File: src/rtl/core_run_ctrl.sv
// core_run_ctrl: resets, gates and counts a core run; ends on TOHOST store or cycle budget.
// Optional single-step gating when RUN_CTRL_STEP_EN is defined.
module core_run_ctrl #(
    parameter int          CNT_W       = 32,
    parameter int          RST_CYCLES  = 4,
    parameter int          MAX_CYCLES  = 1000,
    parameter logic [31:0] TOHOST_ADDR = 32'h0000_0FFC
) (
    input  logic             clock,
    input  logic             reset,
    input  logic             mem_we,
    input  logic [31:0]      mem_addr,
    input  logic [31:0]      mem_wdata,
    input  logic             instr_done,
    input  logic             step_req,
    output logic             core_rst_n,
    output logic             core_en,
    output logic             done,
    output logic             pass,
    output logic             timeout,
    output logic [30:0]      fail_code,
    output logic [CNT_W-1:0] cycle_cnt,
    output logic [CNT_W-1:0] instr_cnt
);
    localparam int HW = $clog2(RST_CYCLES + 1);
    typedef enum logic [1:0] {HOLD, RUN, FIN} state_t;
    state_t state, state_nx;
    logic [HW-1:0] hold_cnt, hold_nx;
    logic rst_nx, en_nx, done_nx, pass_nx, to_nx, tohost;
    logic [30:0] fc_nx;
    logic [CNT_W-1:0] cyc_nx, ins_nx, cyc_inc, ins_inc;
`ifdef RUN_CTRL_STEP_EN
    localparam logic START_EN = 1'b0;
`else
    localparam logic START_EN = 1'b1;
    logic step_unused;
    assign step_unused = step_req;
`endif
    assign tohost  = mem_we && mem_addr == TOHOST_ADDR;
    assign cyc_inc = &cycle_cnt ? cycle_cnt : cycle_cnt + 1'b1;
    assign ins_inc = &instr_cnt ? instr_cnt : instr_cnt + 1'b1;

    always_ff @(posedge clock or negedge reset) begin
        if (!reset) begin
            state      <= HOLD;
            hold_cnt   <= '0;
            core_rst_n <= 1'b0;
            core_en    <= 1'b0;
            done       <= 1'b0;
            pass       <= 1'b0;
            timeout    <= 1'b0;
            fail_code  <= '0;
            cycle_cnt  <= '0;
            instr_cnt  <= '0;
        end else begin
            state      <= state_nx;
            hold_cnt   <= hold_nx;
            core_rst_n <= rst_nx;
            core_en    <= en_nx;
            done       <= done_nx;
            pass       <= pass_nx;
            timeout    <= to_nx;
            fail_code  <= fc_nx;
            cycle_cnt  <= cyc_nx;
            instr_cnt  <= ins_nx;
        end
    end

    always_comb begin
        state_nx = state;
        hold_nx  = hold_cnt;
        rst_nx   = core_rst_n;
        en_nx    = core_en;
        done_nx  = done;
        pass_nx  = pass;
        to_nx    = timeout;
        fc_nx    = fail_code;
        cyc_nx   = cycle_cnt;
        ins_nx   = instr_cnt;
        case (state)
            HOLD: begin
                if (hold_cnt == HW'(RST_CYCLES - 1)) begin
                    state_nx = RUN;
                    rst_nx   = 1'b1;
                    en_nx    = START_EN;
                end else begin
                    hold_nx = hold_cnt + 1'b1;
                end
            end
            RUN: begin
                cyc_nx = core_en ? cyc_inc : cycle_cnt;
                ins_nx = core_en && instr_done ? ins_inc : instr_cnt;
`ifdef RUN_CTRL_STEP_EN
                en_nx = core_en ? !instr_done : step_req;
`endif
                // A TOHOST store outranks a budget hit in the same cycle.
                if (tohost) begin
                    state_nx = FIN;
                    en_nx    = 1'b0;
                    done_nx  = 1'b1;
                    pass_nx  = mem_wdata == 32'd1;
                    fc_nx    = mem_wdata == 32'd1 ? 31'd0 : mem_wdata[31:1];
                end else if (core_en && cyc_inc >= CNT_W'(MAX_CYCLES)) begin
                    state_nx = FIN;
                    en_nx    = 1'b0;
                    done_nx  = 1'b1;
                    to_nx    = 1'b1;
                end
            end
            default: ;
        endcase
    end
endmodule

File: config.mk
export PLATFORM = sky130hd
export DESIGN_NAME = core_run_ctrl
export DESIGN_NICKNAME = d
export VERILOG_FILES = /design/src/rtl/core_run_ctrl.sv
export SDC_FILE = /design/constraint.sdc
export NUM_CORES = 1
export LEC_CHECK = 0
export BUFFER_PORTS_ARGS = -buffer_cell sky130_fd_sc_hd__buf_2
export CORE_MARGIN = 2
export CORE_UTILIZATION = 26
export DETAILED_ROUTE_END_ITERATION = 12
export SLEW_MARGIN = 30
export SYNTH_ARGS = -nofsm -noshare
export SYNTH_HDL_FRONTEND = slang
export SYNTH_SLANG_ARGS = --single-unit
File: constraint.sdc
create_clock -name clock -period 3.1 [get_ports clock]
set_input_delay 0.31 -clock clock [delete_from_list [all_inputs] [get_ports clock]]
set_output_delay 0.31 -clock clock [all_outputs]
set_load 0.02 [all_outputs]
==> summary.md <==
| Metric | Value |
|---|---|
| Status | complete, no violations |
| Detailed Place HPWL | 11.4 mm |
| Synth top area share | 49.6% |
| Final period util | 94.5% |
| Largest net degree at the start of global routing | 61 |
| Die ar. | 21300 um2 |
| Critical path class | register to register |
| Die W | 146 um |
| Die Height | 146 um |
| Synth top area cells | dfrtp_1 50%, xnor2_1 7.9%, a22o_1 5.0%, nand3_1 3.7%, xor2_1 3.2% |
| Count of different cell masters after synthesis | 52 |
| Pre-antenna DRT Iters | 5 |
| Peak VDD IR | ~210 uV |
| Worst setup EP type | register |
| Max frequency | 341 MHz |
| Core box area | 19700 um2 |
| P_int | 2080 uW |
| Final nets | 767 |
| Synthesized Nets | 571 |
| Congestion Overflow GR | 0 |
| CTS tree | done |
| Setup WS post-layout | 169 ps |
| # DRC | 0 |
| WHS Path Cells | 2 |
| Number of global-route vias before repair | approximately 4500 |
| Vias/cell | 4.75 |
| Most frequent cells in the layout | 166 x buf_2, 102 x dfrtp_1, 47 x xnor2_1 |
| Sequential share of the synthesized area | slightly below 50% |
| EDFF count, synth | 0 |
| Max-cap violations | 0 |
| Max clock buf depth | 2 |
| CP startpoint kind | register |
| Ant diodes | 0 |
| Average cell area after synthesis | 10.5 um2 |
| Num ports | 169 |
| DR WL/cell | 15.4 um |
| Yosys warning total | 0 |
| Setup_tns | 0 ps |
| Worst hold-check path type | input pin to register |
| CTS sink count | 104 |
| Inserted Clock Buffers | 9 |
| DRT antenna net count | 0 |
| Final hold viol count | 0 |
| Slew Limit Fails | 0 |
| Period minus WS final | 2930 ps |
| Later-pin clock latency in the skew report | 350 ps |
| Endpoints failing setup | 0 |
| H-tree depth | 3 |
| Clock share of power | 39.8% |
| Unrepaired setup endpoints after global routing | false |
| Mapped Area | 5240 um2 |
| First-pass GRT wire length | approximately 24 mm |
| WL final | 14.8 mm |
| DR iter-0 viols | between 300 and 400 |
| Initial Utilization | 26.7% |
| Clock skew | 11.1 ps |
| Commonest non-fill, non-tap cell in the layout | buf_2 |
| Post-route cell area | 6960 um2 |
| Seq pwr share | 51.1% |
| Placed Area | around 6600 um2 |
| Port Buffers | 167 |
| Net Sw Power | roughly 760 uW |
| Worst-path fanout max | 7 |
| Least-Margin Pin Slew | 752 ps |
| Post-layout util | 35.4% |
| Sw frac | 26.8% |
| Logic pwr share | between 9 and 10% |
| Worst slack, placed | 110 ps |
| Main synth FF type | dfrtp_1 |
| Cells on worst reg2reg path | 8 |
| Seq cells post-synth | 104 |
| Placer Congestion | ~0.88 |
| Layout cells sized above 1 | between 30% and 40% |
| Pwr Total | 2840 uW |
| Clk root buf | clkbuf_16 |
| FP Rows | between 50 and 60 |
| Initial antenna violation count | 0 |
| Async S/R FF share, synth | 100% |
| GRT Util Overall | 13.9% |
| LEAKAGE | approximately 0.0034 uW |
| Pwr per Cell Area | about 410 nW/um2 |
| Cells after Synth | roughly 500 |
| Cell accounting for the most synthesized area | dfrtp_1 |
| CP arrival | 3180 ps |
| Layout area overhead | 32.8% |
| Setup bufs post-CTS | 0 |
| Worst slew margin | 49.7% |
| Reg clk slew, reported paths | 80 ps |
| WP data required | 3350 ps |
| Total number of vias | 4583 |
[stage by stage]
stage / hold slack (ps) / cells
3_5_place_dp: 352 / 947
5_1_grt: 173 / 964
4_1_cts: 167 / 964
6_report: 180 / 964
3_3_place_gp: 354 / 947
2_1_floorplan: 14.4 / 498
[flip-flops by register name, summed over array words and instances (netlist names)]
signal and cells:
timeout 1, pass 1, instr_cnt 32, cycle_cnt 32, core_rst_n 1, hold_cnt 3
done 1, state 2, fail_code 31
[Yosys cell counts (5+ instances only)]
cell,n
dfrtp_1,104
xnor2_1,47
nand2_1,44
nand3_1,39
a22o_1,30
nor4_1,25
nand4_1,24
nor2_1,22
xor2_1,19
clkbuf_1,12
and4_1,9
buf_2,9
a21oi_1,8
and3_1,8
inv_1,8
nor3_1,8
o21ai_0,7
or3_1,6
nor4b_1,5
[power by group through the flow]
| stage | registers [uW] | logic (uW) | clock network [uW] |
|---|---|---|---|
| CTS | 1450 | 264 | 1180 |
| global placement | 1480 | 257 | 0 |
| detailed placement | 1480 | 262 | 0 |
| floorplan | 1520 | 71.7 | 0 |
| finish | 1450 | 258 | 1130 |
| global route | 1460 | 286 | 1230 |
[cell families (layout without fill, tap and decap cells)]
kind of cell               Yosys count  count (layout)  share of synthesized area, %
xor gates and xnor gates            66              66                          11.0
buffers and inverters               32             233                          2.62
DFF                                104             104                          49.6
AOI/OAI and AO/OA                   74              74                          11.7
muxes                                6               6                          1.22
and+or+nand+nor                    212             212                          22.8
adders and majority gates            4               4                         0.954
[critical path, stage by stage, from the launching register on]
cell,delay (ps)
dfrtp_1,470
nand4_1,330
or2_2,410
o31a_1,290
a2111oi_2,350
o2111a_1,240
nand4_1,100
or3_1,450
a21o_1,200
[metal layers]
layer / GRT usage [%] / wire [um] / vias to the layer above / part of all wire (%)
met5: 0 / 0 / - / 0
met4: 4.17 / 197 / 0 / 1.3
met3: 2.78 / 838 / 13 / 5.6
met2: 22.1 / 6810 / 113 / 46
met1: 19.1 / 6990 / 2210 / 47
li1: - / - / 2247 / -
[cell type report]
type	count	area, um2
Clock buffer	10	229
Clock inverter	6	62.6
Fill cell	2080	12700
Inverter	8	30.0
Multi-Input combinational cell	362	2530
Sequential cell	104	2610
Tap cell	265	332
Timing Repair Buffer	209	1170
[worst paths after layout]
| kind | from | end | slack [ps] |
|---|---|---|---|
| worst max-delay path | cycle_cnt[15]$_DFFE_PN0P_ | state[1]$_DFFE_PN0P_ | 170 |
| worst min-delay path | mem_wdata[7] | fail_code[6]$_DFFE_PN0P_ | 180 |
| worst max register to register | cycle_cnt[15]$_DFFE_PN0P_ | state[1]$_DFFE_PN0P_ | 170 |
| worst min register to register | core_rst_n$_DFFE_PN0P_ | core_rst_n$_DFFE_PN0P_ | 470 |
| max in group asynchronous | reset | instr_cnt[28]$_DFFE_PN0P_ | 1870 |
| min in group asynchronous | reset | cycle_cnt[7]$_DFFE_PN0P_ | 490 |
[what timing repair did]
action,in CTS,in global routing
resized for setup,0,4
hold buffers,1,0
endpoints found under the setup margin,0,3
hold endpoints to repair,44,0
No activity file was read; power rests on OpenSTA's default activity.
